===== config.mk =====
export PLATFORM = sky130hd
export DESIGN_NAME = song_sequencer
export DESIGN_NICKNAME = d
export VERILOG_FILES = /design/src/rtl/song_seq_pkg.sv /design/src/rtl/song_sequencer.sv
export SDC_FILE = /design/constraint.sdc
export NUM_CORES = 1
export LEC_CHECK = 0
export BUFFER_PORTS_ARGS = -buffer_cell sky130_fd_sc_hd__buf_2
export CORE_UTILIZATION = 50
export CTS_CLUSTER_DIAMETER = 40
export CTS_CLUSTER_SIZE = 25
export DETAILED_ROUTE_END_ITERATION = 12
export PLACE_DENSITY = 0.72
export SLEW_MARGIN = 30
export SYNTH_ARGS = -nofsm -noshare
export SYNTH_HDL_FRONTEND = slang
export SYNTH_SLANG_ARGS = --single-unit

===== constraint.sdc =====
create_clock -name clk -period 5.4 [get_ports clk]
set_input_delay 0.27 -clock clk [delete_from_list [all_inputs] [get_ports clk]]
set_output_delay 0.27 -clock clk [all_outputs]
set_load 0.02 [all_outputs]

===== src/rtl/song_seq_pkg.sv =====
// Shared types and defaults for the song playback sequencer.
package song_seq_pkg;

    localparam int unsigned NOTE_W        = 4;
    localparam int unsigned NUM_SONGS_DEF = 4;
    localparam int unsigned SONG_W_DEF    = 2;
    localparam int unsigned PTR_W_DEF     = 8;

    localparam logic [NOTE_W-1:0] END_CODE_DEF  = 4'hF;
    localparam logic [NOTE_W-1:0] REST_CODE_DEF = 4'h0;

    typedef enum logic [2:0] {
        ST_STOP  = 3'd0,
        ST_FETCH = 3'd1,
        ST_WAIT  = 3'd2,
        ST_LATCH = 3'd3,
        ST_PLAY  = 3'd4,
        ST_PAUSE = 3'd5
    } state_t;

endpackage


===== src/rtl/song_sequencer.sv =====
// Note-ROM playback controller: play/pause, song select, end-of-song and looping.
// Advances on a one-cycle beat strobe; ROM data is sampled two cycles after the address.
module song_sequencer
    import song_seq_pkg::*;
#(
    parameter int unsigned       NUM_SONGS = NUM_SONGS_DEF,
    parameter int unsigned       SONG_W    = SONG_W_DEF,
    parameter int unsigned       PTR_W     = PTR_W_DEF,
    parameter logic [NOTE_W-1:0] END_CODE  = END_CODE_DEF,
    parameter logic [NOTE_W-1:0] REST_CODE = REST_CODE_DEF
) (
    input  logic                    clk,
    input  logic                    rst_n,
    input  logic                    beat_tick,
    input  logic                    btn_play,
    input  logic                    btn_next,
    input  logic                    btn_prev,
    input  logic                    loop_en,
    input  logic [NOTE_W-1:0]       rom_q,
    output logic [SONG_W+PTR_W-1:0] rom_addr,
    output logic [NOTE_W-1:0]       note,
    output logic                    mute,
    output logic                    playing,
    output logic [SONG_W-1:0]       song_idx,
    output logic                    song_done
);

    localparam int unsigned       ADDR_W   = SONG_W + PTR_W;
    localparam logic [PTR_W-1:0]  PTR_MAX  = '1;
    localparam logic [SONG_W-1:0] SONG_TOP = SONG_W'(NUM_SONGS - 1);

    state_t              r_state;
    state_t              w_state_next;
    logic [SONG_W-1:0]   r_song,  w_song_next;
    logic [PTR_W-1:0]    r_ptr,   w_ptr_next;
    logic                r_tick_pend, w_tick_next;
    logic                r_pause_pend, w_pause_next;
    logic [NOTE_W-1:0]   r_note,  w_note_next;
    logic                r_mute,  w_mute_next;
    logic [ADDR_W-1:0]   r_addr,  w_addr_next;
    logic                r_playing, w_playing_next;
    logic                r_done,  w_done_next;

    logic w_sel;
    logic w_end;
    logic w_pause_req;

    assign w_sel       = btn_next | btn_prev;
    assign w_end       = (rom_q == END_CODE) || (r_ptr == PTR_MAX);
    assign w_pause_req = r_pause_pend | btn_play;

    // State register
    always_ff @(posedge clk or negedge rst_n) begin
        if (!rst_n) begin
            r_state <= ST_STOP;
        end else begin
            r_state <= w_state_next;
        end
    end

    // Next-state logic; song selection outranks every other input
    always_comb begin
        w_state_next = r_state;
        if (w_sel) begin
            if (r_state != ST_STOP) begin
                w_state_next = ST_FETCH;
            end
        end else begin
            case (r_state)
                ST_STOP:  if (btn_play) w_state_next = ST_FETCH;
                ST_FETCH: w_state_next = ST_WAIT;
                ST_WAIT:  w_state_next = ST_LATCH;
                ST_LATCH: begin
                    if (w_end) begin
                        w_state_next = loop_en ? ST_FETCH : ST_STOP;
                    end else begin
                        w_state_next = w_pause_req ? ST_PAUSE : ST_PLAY;
                    end
                end
                ST_PLAY: begin
                    if (btn_play) begin
                        w_state_next = ST_PAUSE;
                    end else if (beat_tick || r_tick_pend) begin
                        w_state_next = ST_FETCH;
                    end
                end
                ST_PAUSE: if (btn_play) w_state_next = ST_PLAY;
                default:  w_state_next = ST_STOP;
            endcase
        end
    end

    // Datapath and output next values
    always_comb begin
        w_song_next  = r_song;
        w_ptr_next   = r_ptr;
        w_tick_next  = r_tick_pend;
        w_pause_next = r_pause_pend;
        w_note_next  = r_note;
        w_mute_next  = r_mute;
        w_done_next  = 1'b0;

        if (w_sel) begin
            if (btn_next) begin
                w_song_next = (r_song == SONG_TOP) ? '0 : r_song + SONG_W'(1);
            end else begin
                w_song_next = (r_song == '0) ? SONG_TOP : r_song - SONG_W'(1);
            end
            w_ptr_next = '0;
            if (r_state != ST_STOP) begin
                w_pause_next = 1'b0;
                w_tick_next  = beat_tick;
            end
        end else begin
            case (r_state)
                ST_STOP: begin
                    w_mute_next = 1'b1;
                    if (btn_play) begin
                        w_ptr_next  = '0;
                        w_tick_next = beat_tick;
                    end
                end
                ST_FETCH, ST_WAIT: begin
                    if (btn_play) begin
                        w_pause_next = 1'b1;
                    end else if (beat_tick) begin
                        w_tick_next = 1'b1;
                    end
                end
                ST_LATCH: begin
                    if (btn_play) begin
                        w_pause_next = 1'b1;
                    end else if (beat_tick) begin
                        w_tick_next = 1'b1;
                    end
                    if (w_end) begin
                        if (loop_en) begin
                            w_ptr_next = '0;
                        end else begin
                            w_done_next  = 1'b1;
                            w_mute_next  = 1'b1;
                            w_tick_next  = 1'b0;
                            w_pause_next = 1'b0;
                        end
                    end else begin
                        w_note_next = rom_q;
                        if (w_pause_req) begin
                            w_mute_next  = 1'b1;
                            w_pause_next = 1'b0;
                            w_tick_next  = 1'b0;
                        end else begin
                            w_mute_next = (rom_q == REST_CODE);
                        end
                    end
                end
                ST_PLAY: begin
                    if (btn_play) begin
                        w_mute_next = 1'b1;
                        w_tick_next = 1'b0;
                    end else if (beat_tick || r_tick_pend) begin
                        w_ptr_next  = r_ptr + PTR_W'(1);
                        w_tick_next = 1'b0;
                    end
                end
                ST_PAUSE: begin
                    w_tick_next = 1'b0;
                    if (btn_play) begin
                        w_mute_next = (r_note == REST_CODE);
                    end
                end
                default: begin
                    w_mute_next = 1'b1;
                end
            endcase
        end

        w_addr_next    = (w_state_next == ST_FETCH) ? {w_song_next, w_ptr_next} : r_addr;
        w_playing_next = (w_state_next == ST_FETCH) || (w_state_next == ST_WAIT) ||
                         (w_state_next == ST_LATCH) || (w_state_next == ST_PLAY);
    end

    // Datapath and output registers
    always_ff @(posedge clk or negedge rst_n) begin
        if (!rst_n) begin
            r_song       <= '0;
            r_ptr        <= '0;
            r_tick_pend  <= 1'b0;
            r_pause_pend <= 1'b0;
            r_note       <= REST_CODE;
            r_mute       <= 1'b1;
            r_addr       <= '0;
            r_playing    <= 1'b0;
            r_done       <= 1'b0;
        end else begin
            r_song       <= w_song_next;
            r_ptr        <= w_ptr_next;
            r_tick_pend  <= w_tick_next;
            r_pause_pend <= w_pause_next;
            r_note       <= w_note_next;
            r_mute       <= w_mute_next;
            r_addr       <= w_addr_next;
            r_playing    <= w_playing_next;
            r_done       <= w_done_next;
        end
    end

    assign rom_addr  = r_addr;
    assign note      = r_note;
    assign mute      = r_mute;
    assign playing   = r_playing;
    assign song_idx  = r_song;
    assign song_done = r_done;

endmodule


# Word level (Yosys, flattened, before mapping)
# Cells that the tools add are included.
# totals
ff_bits,32
in_bits,11
out_inout_bits,19
wordCells,102
# classes
add_sub_neg,3
eq_ne,18
muxes,49
bitwise_logic,5
reduce_logical,17
# op_table
op,count
$mux 8,6
$mux 1,27
$pmux 8 s3,1
$mux 3,7
$pmux 3 s6,1
$eq 3x2->1 const B,4
$eq 3x3->1 const B,3
$add 8x1->8 const B,1
$eq 8x8->1 const B,1
$logic_not 4->1,2
$mux 2,4
$eq 3x1->1 const B,2
$ne 3x3->1 const B,2
$reduce_bool 3->1,2
$reduce_bool 6->1,1
$logic_or 1x1->1,5
$pmux 1 s5,1
$reduce_and 5->1,1
$eq 4x4->1 const B,1
$ne 2x2->1 const B,2
$ne 4x4->1 const B,1
$pmux 1 s4,1
$reduce_and 4->1,1
$logic_not 3->1,1
other kinds (11),14

# Longest topological paths before layout
# Gate-level depths: netlist (run 1).
# depth
word_depth,9
mapped_depth,7
mapped_depth_nobuf,6

# Worst setup path before layout (run 1)
# OpenSTA, ideal clock, no wires.
# synth_path
path_type,register to register
start,register r_ptr[0]
end,"register r_addr[4], in the netlist rom_addr[4]"
setup_ps,125
arrival_ps,1795
t_required_ps,5275
slack_ps,3480
path_stages_with_launch,7
n_path_buf,0
period_less_slack_ps,1920
cell_sequence,dfrtp_1 > ha_1 > nand4_4 > o21ai_2 > a211oi_4 > o22ai_4 > mux2_4
# synth_between
elab_chain_cells,6
word_cells_on_any_way,12
classes_between,add/sub (1); eq/ne (2); mux (8); reduce/logical (1)
# synth_rtl
item,line,text
from (decl),song_sequencer.sv:35,"logic [PTR_W-1:0] r_ptr, w_ptr_next;"
from (signal assigned),song_sequencer.sv:196,r_ptr <= w_ptr_next;
branches (longest 6 deep; another with $add 8x1->8),n/a,
to (signal assigned),song_sequencer.sv:201,r_addr <= w_addr_next;
to (decl),song_sequencer.sv:40,"logic [ADDR_W-1:0] r_addr, w_addr_next;"
# Parallel ways; which one is timed is not known.
# A chain may end at the register's enable or synchronous reset.

# Final worst setup path (run 1)
# layout_path
start,register r_state[2]
end,"register r_addr[0], in the netlist rom_addr[0]"
# layout_between
elab_chain_cells,5
word_cells_on_any_way,17
classes_between,eq/ne (6); mux (9); reduce/logical (2)
# layout_rtl
item,line,text
from (decl),song_sequencer.sv:32,state_t r_state;
from (signal assigned),song_sequencer.sv:57,r_state <= w_state_next;
$mux 3,song_sequencer.sv:83,end else if (beat_tick || r_tick_pend) begin
$mux 3,song_sequencer.sv:81,if (btn_play) begin
$pmux 3 s6,song_sequencer.sv:69,case (r_state)
$mux 3,song_sequencer.sv:64,if (w_sel) begin
$eq 3x1->1,song_sequencer.sv:177,"w_addr_next = (w_state_next == ST_FETCH) ? {w_song_next, w_ptr_next} : r_addr;"
# Several ways; a longest one is shown, not always the timed one.

==> results of run 1 <==
[stage by stage]
stage	hold WS (ns)	power (mW)	util	instances	area, um^2
2_1_floorplan	-0.0256	0.588	-	172	1910
3_3_place_gp	0.348	0.657	0.560	242	2050
3_5_place_dp	0.364	0.671	0.560	242	2050
4_1_cts	0.0451	0.862	0.585	250	2140
5_1_grt	0.0922	0.910	0.585	250	2140
6_report	0.0186	0.854	0.585	250	2140
[logic make-up after synthesis]
group                      after synthesis
and+or+nand+nor                         56
DFF                                     32
adders and majority gates                3
muxes                                   15
buffers and inverters                   11
xor gates and xnor gates                 3
AOI/OAI and AO/OA                       52
[how the worst min path moves through the flow]
stage               slack (ns)  startpoint     endpoint
finish                    0.02       rst_n  rom_addr[3]
global route              0.09       rst_n  rom_addr[8]
CTS                       0.05       rst_n  rom_addr[3]
detailed placement        0.36       rst_n  rom_addr[3]
global placement          0.35       rst_n  rom_addr[3]
floorplan                -0.03       rst_n      note[0]
[cell usage after synthesis, types with 2 or more instances]
| library cell | count | area share |
|---|---|---|
| o211ai_2 | 2 | 0.013 |
| a311oi_1 | 3 | 0.014 |
| buf_4 | 2 | 0.0079 |
| nor3b_1 | 4 | 0.016 |
| nor3_1 | 9 | 0.024 |
| o21ai_0 | 10 | 0.026 |
| o221a_2 | 3 | 0.018 |
| nand3_1 | 3 | 0.0079 |
| mux2_4 | 10 | 0.079 |
| xnor2_1 | 3 | 0.014 |
| inv_1 | 4 | 0.0079 |
| nand4_1 | 3 | 0.0098 |
| a21o_1 | 2 | 0.0079 |
| a31oi_1 | 2 | 0.0066 |
| and3_1 | 2 | 0.0066 |
| o31ai_1 | 2 | 0.0079 |
| buf_6 | 3 | 0.018 |
| a21oi_1 | 9 | 0.024 |
| nor2b_1 | 3 | 0.0098 |
| o311a_1 | 2 | 0.010 |
| nand2_1 | 12 | 0.024 |
| nor2_1 | 8 | 0.016 |
| or2_2 | 2 | 0.0066 |
| ha_1 | 3 | 0.020 |
| dfrtp_1 | 31 | 0.41 |
| mux2_2 | 5 | 0.030 |
[registers in the layout, indices dropped and copies added (netlist names)]
| register | count |
|---|---|
| r_state | 3 |
| rom_addr | 10 |
| playing | 1 |
| song_idx | 2 |
| r_tick_pend | 1 |
| song_done | 1 |
| note | 4 |
| mute | 1 |
| r_ptr | 8 |
| r_pause_pend | 1 |
[cell type report]
class / instances / area share
Clock buffer: 8 / 0.0421
Inverter: 4 / 0.00701
Multi-Input combinational cell: 129 / 0.481
Sequential cell: 32 / 0.374
Tap cell: 48 / 0.0280
Timing Repair Buffer: 29 / 0.0678
[where the power goes]
| group | switching, mW | internal, mW | total (mW) |
|---|---|---|---|
| clock network | 0.0834 | 0.104 | 0.187 |
| logic | 0.186 | 0.143 | 0.328 |
| registers | 0.0533 | 0.285 | 0.339 |
[layer usage]
metal,vias up,global-route usage,share of wire
li1,713,-,-
met4,0,0.0909,0.021
met1,777,0.293,0.45
met2,36,0.336,0.49
met5,-,0,0
met3,9,0.0679,0.039
[worst max-delay path, stage by stage (launching register included)]
cell and delay, ns:
dfrtp_1 0.74, nor2b_1 0.25, o21ai_0 0.15, o311a_1 0.19, o22ai_4 0.44, mux2_4 0.35
==> impl_metrics.tcl, run 1 <==
set metrics [dict create \
    core-area_um2 3660 \
    crit_type "reg2reg" \
    postCtsHoldBufs 0 \
    numClockSinks 32 \
    hp-class "in2async" \
    place_ws_ns 3.19 \
    critPathLaunchType "flop" \
    finClkSkew_ns 0.00452 \
    ios 30 \
    cts-resized-gates 0 \
    finalSetupViolCount 0 \
    layout.cells.most_common "dfrtp_1" \
    rows 22 \
    r2r-end "rom_addr[0]" \
    maxSlewHeadroom 0.543 \
    cts-buffers-inserted 5 \
    synthSimpleGateAreaFrac 0.175 \
    syn_nets 186 \
    start_util 0.521 \
    synth_top_family_by_area "compound AO/OA/AOI/OAI gates" \
    nets 215 \
    diodes 0 \
    crit_path_end_kind "flop" \
    worstReg2RegStart "r_state[2]" \
    grt_pass1_vias 1480 \
    p_per_area_nw_per_um2 399 \
    routed_wl_mm 3.92 \
    layout_common_cells "dfrtp_1, buf_2, nand2_1" \
    setup.worst_path.start "r_state[2]" \
    clockBufferDepth 2 \
    synth_edf_count 0 \
    grt-ovfl-total 0 \
    slew_viol_final 0 \
    vias 1535 \
    synth-compound-area-share 0.224 \
    grt_pass1_wl_mm 6.80 \
    regArea_um2 802 \
    drv_cap 0 \
    synth-xor-area-share 0.0138 \
    route.detailed.drc 0 \
    finalCritPeriodShare 0.414 \
    reg2reg_depth 5 \
    area.growth.synth_to_final_pct 12.3 \
    multi_input_area_um2 1030 \
    ff2ff_setup_slack_ns 3.16 \
    firstDrtPassIters 4 \
    port_buffers 29 \
    die_w_um 63.8 \
    drt_iter0_drc 108 \
    ys_seq_area_frac 0.421 \
    rsz0062_at_grt "false" \
    cts_root_buf "clkbuf_8" \
    track_usage 0.222 \
    fillers 318 \
    avgViaCountPerCell 6.14 \
    avgRoutedWirePerCell_um 15.7 \
    yosys_warnings 0 \
    fmax_mhz 447 \
    peakVddDrop_v 0.000263 \
    yosys.area_share.adder 0.0197 \
    clock_latency_ns 0.29 \
    arrival_ns 2.40 \
    critical_path_required_ns 5.57 \
    grt_antenna_before_repair 0 \
    gp_congestion 0.805 \
    setup_slack_ns 3.16 \
    crit_end "rom_addr[0]" \
    synth_area_per_cell_um2 11.1 \
    synth_cell_type_count 56 \
    drtAntennaViolNets 0 \
    tightest_slew_ns 0.685 \
    path_max_fanout 23 \
    synthFlopType "dfrtp_1" \
    leakagePower_nw 0.966 \
    fp.dieH_um 63.8 \
    setup-tns-final_ns 0 \
    grt_max_degree 33 \
    path_clk_slew_ns 0.06 \
    status "finished, final reports clean" \
    cts.htree.levels 2 \
    hold_viol 0 \
    cts_tree "built" \
    fin_crit_ns 2.24 \
    synth-seq-cells 32 \
    synthMuxAreaShare 0.108 \
    drive_gt1_frac 0.347 \
    netlist_area_um2 1910 \
    netlist_instances 172 \
    dp_hpwl_mm 2.81 \
    async_flop_share 1.00 \
    dieArea_um2 4060 \
    cts_setup_buffers 0 \
]
Note: power is estimated with default switching activity, not from simulation.
==> inputs of run 2 (changes only) <==
--- a/config.mk
+++ b/config.mk
@@ -5,12 +5,13 @@
 export SDC_FILE = /design/constraint.sdc
 export NUM_CORES = 1
 export LEC_CHECK = 0
+export ABC_AREA = 1
 export BUFFER_PORTS_ARGS = -buffer_cell sky130_fd_sc_hd__buf_2
 export CORE_UTILIZATION = 50
 export CTS_CLUSTER_DIAMETER = 40
 export CTS_CLUSTER_SIZE = 25
 export DETAILED_ROUTE_END_ITERATION = 12
-export PLACE_DENSITY = 0.72
+export PLACE_DENSITY = 0.75
 export SLEW_MARGIN = 30
 export SYNTH_ARGS = -nofsm -noshare
 export SYNTH_HDL_FRONTEND = slang
==> constraint.sdc (replaced) <==
create_clock -name clk -period 1.9 [get_ports clk]
set_input_delay 0.095 -clock clk [delete_from_list [all_inputs] [get_ports clk]]
set_output_delay 0.095 -clock clk [all_outputs]
set_load 0.02 [all_outputs]
==> impl_metrics.tcl, run 2 <==
set metrics [dict create \
    firstDrtPassIters 4 \
    ff2ff_setup_slack_ns 0.19 \
    clock_latency_ns 0.28 \
    hold_depth 2 \
    r2r-end "rom_addr[6]" \
    rows 21 \
    synth_edf_count 0 \
    syn_nets 257 \
    routed_wl_mm 3.97 \
    p_per_area_nw_per_um2 1070 \
    drv_cap 0 \
    netlist_instances 243 \
    clockBufferDepth 2 \
    cts-buffers-inserted 5 \
    crit_path_end_kind "flop" \
    start_util 0.544 \
    path_buf_inv 0 \
    avgViaCountPerCell 5.13 \
    layout.cells.most_common "nand2_1" \
    core-area_um2 3470 \
    cts_setup_buffers 0 \
    power_frac_seq 0.393 \
    fmax_mhz 585 \
    grt-ovfl-total 0 \
    route.detailed.drc 0 \
    fp.dieH_um 63.4 \
    path_max_fanout 5 \
    port_buffers 29 \
    slowest_delay_ns 0.43 \
    yosys_warnings 0 \
    critical_path_required_ns 2.12 \
    path_common_cell "nand2_1" \
    placed_area_um2 2070 \
    synth_top_area_frac 0.411 \
    numClockSinks 32 \
    grt_antenna_before_repair 0 \
    critical_path.cell_chain "ha_4, nand2_1, nor2_1, nand2_1, nand2_2, nand2_1, nand2_2, nand2_2, nor2_1, nor2_1, nand3_1, nand2_1" \
    arrival_ns 1.93 \
    p_int_mw 1.42 \
    cts_root_buf "clkbuf_8" \
    synth.most_common_cell "nand2_1" \
    peakVddDrop_v 0.000664 \
    fin_util 0.631 \
    area.growth.synth_to_final_pct 16.0 \
    synth-seq-cells 32 \
    fin_crit_ns 1.71 \
    synthTopCellsByArea "dfrtp_1, nand2_1, nor2_1" \
    placed_cells 316 \
    die_w_um 63.4 \
    crit_type "reg2reg" \
    finalSetupViolCount 0 \
    synth.cells.most_frequent "nand2_1, dfrtp_1, nor2_1, inv_1, nand3_1" \
    finalCritPeriodShare 0.900 \
    setup-tns-final_ns 0 \
    netlist_area_um2 1890 \
    cts_tree "built" \
    hp-class "in2reg" \
    crit_slowest_cell "dfrtp_1" \
    track_usage 0.224 \
    fillers 315 \
    ys_seq_area_frac 0.425 \
    timing.hold.ws_ns 0.0758 \
    reg2reg_depth 12 \
    leakagePower_nw 1.13 \
    regArea_um2 802 \
    p_sw_frac 0.394 \
    yosys.area.top_type "dfrtp_1" \
    worstReg2RegStart "r_ptr[0]" \
    hp-start "rom_q[2]" \
    grt_pass1_vias 1490 \
    final_cells 325 \
    dp_hpwl_mm 2.99 \
    synth_area_per_cell_um2 7.76 \
    tightest_slew_ns 0.682 \
    synth_cell_type_count 32 \
    drive_gt1_frac 0.269 \
    critPathLaunchType "flop" \
    layout_common_cells "nand2_1, dfrtp_1, buf_2" \
    final_area_um2 2190 \
    dieArea_um2 4020 \
    path_clk_slew_ns 0.07 \
    drt_iter0_drc 98 \
    slew_viol_final 0 \
    grt_max_degree 33 \
    ios 30 \
    avgRoutedWirePerCell_um 12.2 \
    cp_top_family "simple AND/OR/NAND/NOR gates" \
    diodes 0 \
    gp_congestion 0.889 \
    synthFlopType "dfrtp_1" \
    vias 1668 \
    nets 292 \
    status "finished, final reports clean" \
    combPwrFrac 0.380 \
    maxSlewHeadroom 0.545 \
    largest_reg_flops 10 \
    grt_pass1_wl_mm 6.88 \
    pwr-share-clk 0.227 \
    async_flop_share 1.00 \
    finClkSkew_ns 0.00621 \
    cts.htree.levels 2 \
    multi_input_area_um2 972 \
    p_sw_uw 925 \
    hold-path-endpoint "note[2]" \
    hold_viol 0 \
    drtAntennaViolNets 0 \
]
## run 2: cell type report
class | instances | area share
Multi-Input combinational cell | 180 | 0.444
Sequential cell | 32 | 0.366
Inverter | 28 | 0.0480
Timing Repair Buffer | 31 | 0.0743
Clock buffer | 8 | 0.0411
Tap cell | 46 | 0.0263
## run 2: worst reg2reg max path, stage by stage, from the launching register on
cell	delay, ns
dfrtp_1	0.43
ha_4	0.19
nand2_1	0.06
nor2_1	0.03
nand2_1	0.11
nand2_2	0.09
nand2_1	0.08
nand2_2	0.09
nand2_2	0.13
nor2_1	0.06
nor2_1	0.18
nand3_1	0.11
nand2_1	0.08
## run 2: power by group through the flow
| stage | sequential [mW] | combinational, mW | clock, mW |
|---|---|---|---|
| 2_1_floorplan | 1.06 | 0.514 | 0 |
| 3_3_place_gp | 0.930 | 0.872 | 0 |
| 3_5_place_dp | 0.937 | 0.887 | 0 |
| 4_1_cts | 0.924 | 0.895 | 0.546 |
| 5_1_grt | 0.940 | 0.990 | 0.571 |
| 6_report | 0.923 | 0.892 | 0.534 |
## run 2: routing by layer
metal | wire length, um | global-route usage | vias up
li1 | - | - | 857
met1 | 1990 | 0.322 | 768
met2 | 1770 | 0.330 | 38
met3 | 163 | 0.0543 | 5
met4 | 45 | 0.0710 | 0
met5 | 0 | 0 | -
## run 2: cells by family (layout without fill, tap and decap cells)
logic type	count (synthesis)	count (layout)	share of synthesized area
simple gates	144	144	0.366
mux	4	4	0.0239
xor+xnor	1	1	0.00464
fa+ha+maj	3	3	0.0199
flops	32	32	0.425
buf+inv	31	67	0.0676
compound gates	28	28	0.0928
## run 2: repair_timing
item	CTS	global route
endpoints found under the hold margin	31	0
resized for setup	0	3
hold buffers	1	0
setup endpoints to repair	0	8
## run 2: worst max-delay path by stage
stage | end | startpoint | slack [ns] | depth (start not counted)
after floorplan | rom_addr[4] | r_ptr[0] | 0.33 | 13
after global placement | rom_addr[6] | r_ptr[0] | 0.21 | 12
after detailed placement | rom_addr[0] | r_ptr[1] | 0.13 | 14
after CTS | rom_addr[6] | r_ptr[0] | 0.10 | 12
after global routing | rom_addr[0] | r_ptr[0] | -0.01 | 14
final | rom_addr[6] | r_ptr[0] | 0.19 | 12
## run 2: metrics by stage
stage	setup WS, ns	total power, mW
final	0.190	2.35
after global routing	-0.0111	2.50
after detailed placement	0.134	1.82
after CTS	0.101	2.37
after floorplan	0.331	1.57
after global placement	0.207	1.80
==> inputs of run 3 (changes only) <==
--- a/config.mk
+++ b/config.mk
@@ -7,6 +7,7 @@
 export LEC_CHECK = 0
 export ABC_AREA = 1
 export BUFFER_PORTS_ARGS = -buffer_cell sky130_fd_sc_hd__buf_2
+export CORE_MARGIN = 4
 export CORE_UTILIZATION = 50
 export CTS_CLUSTER_DIAMETER = 40
 export CTS_CLUSTER_SIZE = 25
==> impl_metrics.tcl, run 3 (synthesized netlist as in run 2, its figures left out) <==
set metrics [dict create \
    status "finished, final reports clean" \
    vias 1675 \
    arrival_ns 1.92 \
    cts_setup_buffers 0 \
    slew_viol_final 0 \
    worstReg2RegStart "r_ptr[1]" \
    cts.htree.levels 2 \
    leakagePower_nw 1.13 \
    hold-path-endpoint "note[1]" \
    rsz0062_at_grt "false" \
    critPathLaunchType "flop" \
    path_clk_slew_ns 0.07 \
    drive_gt1_frac 0.280 \
    route.detailed.drc 0 \
    setup_slack_ns 0.155 \
    numClockSinks 32 \
    critical_path_required_ns 2.08 \
    dp_hpwl_mm 3.12 \
    track_usage 0.182 \
    nets 292 \
    ff2ff_setup_slack_ns 0.15 \
    layout.cells.most_common "nand2_1" \
    cts-buffers-inserted 5 \
    crit_slowest_cell "dfrtp_2" \
    grt-ovfl-total 0 \
    fin_util 0.600 \
    final_cells 327 \
    p_per_area_nw_per_um2 1080 \
    reg2reg_depth 13 \
    maxSlewHeadroom 0.529 \
    path_max_fanout 10 \
    port_buffers 29 \
    grt_antenna_before_repair 0 \
    rows 22 \
    critical_path.cell_chain "ha_4, nand2_1, nor2_1, nand2_1, nand2_2, nand2_1, nand3_1, nand2_2, nand2_4, nand2_4, nand2_4, nand2_1, nand2_1" \
    dieArea_um2 4820 \
    hold_depth 2 \
    fin_crit_ns 1.75 \
    hold_viol 0 \
    routed_wl_mm 4.25 \
    drt_iter0_drc 143 \
    cts_tree "built" \
    firstDrtPassIters 4 \
    fmax_mhz 573 \
    setup-tns-final_ns 0 \
    finClkSkew_ns 0.00522 \
    path_common_cell "nand2_1" \
    hp-start "rom_q[1]" \
    diodes 0 \
    peakVddDrop_v 0.000746 \
    fp.dieH_um 69.4 \
    placed_cells 318 \
    r2r-end "rom_addr[2]" \
    ios 30 \
    clockBufferDepth 2 \
    tightest_slew_ns 0.706 \
    timing.hold.ws_ns 0.0617 \
    clock_latency_ns 0.29 \
    drtAntennaViolNets 0 \
    core-area_um2 3660 \
    finalCritPeriodShare 0.918 \
    start_util 0.515 \
    grt_pass1_wl_mm 7.06 \
    grt_pass1_vias 1526 \
    cts_root_buf "clkbuf_8" \
    gp_congestion 0.916 \
    crit_path_end_kind "flop" \
    hp-class "in2reg" \
    avgViaCountPerCell 5.12 \
    place_ws_ns 0.129 \
    layout_common_cells "nand2_1, buf_2, dfrtp_1" \
    grt_max_degree 33 \
    area.growth.synth_to_final_pct 16.5 \
    finalSetupViolCount 0 \
    crit_type "reg2reg" \
    drv_cap 0 \
    slowest_delay_ns 0.44 \
    avgRoutedWirePerCell_um 13.0 \
    largest_reg_flops 10 \
    die_w_um 69.4 \
]
[run 3: repair_timing]
item	4_1_cts	5_1_grt
hold buffers	1	0
endpoints found under the hold margin	31	0
resized for setup	0	5
setup endpoints to repair	0	11
[run 3: worst max-delay path by stage]
stage                  start     endpoint  slack (ns)
floorplan           r_ptr[0]  rom_addr[4]        0.33
global placement    r_ptr[1]  rom_addr[0]        0.19
detailed placement  r_ptr[0]  rom_addr[3]        0.13
CTS                 r_ptr[0]  rom_addr[0]        0.09
global route        r_ptr[0]  rom_addr[1]       0.003
finish              r_ptr[1]  rom_addr[2]        0.15
[run 3: report_power, final]
part           switching [mW]  internal (mW)  total, mW  leakage (nW)
logic                   0.581          0.306      0.887         0.660
clock network           0.263          0.294      0.558        0.0445
registers               0.101          0.821      0.923         0.422
total                   0.946           1.42       2.37          1.13
[run 3: area by class of cell]
| cell class | instances | area, um^2 |
|---|---|---|
| repair buffers | 31 | 163 |
| inverters | 28 | 105 |
| multi-input cells | 180 | 972 |
| clock buffers | 7 | 86.3 |
| flip-flops and latches | 32 | 805 |
| well taps | 48 | 60.1 |
| clock inverters | 1 | 7.51 |
| fillers | 330 | 1460 |
[run 3: layer usage]
metal	global-route usage	part of all wire
met5	0	0
met4	0.0933	0.023
met3	0.0333	0.069
met2	0.278	0.47
met1	0.247	0.43
[run 3: metrics by stage]
step	total power, mW	cell area [um^2]
global route	2.53	2200
detailed placement	1.83	2080
finish	2.37	2200
CTS	2.38	2180
floorplan	1.57	1890
global placement	1.81	2080
[run 3: critical path, delay by kind of cell (launching register included)]
kind	cells	cell delay, ns
AND/OR/NAND/NOR	12	0.98
adder cells (fa/ha/maj)	1	0.18
flip-flops	1	0.44
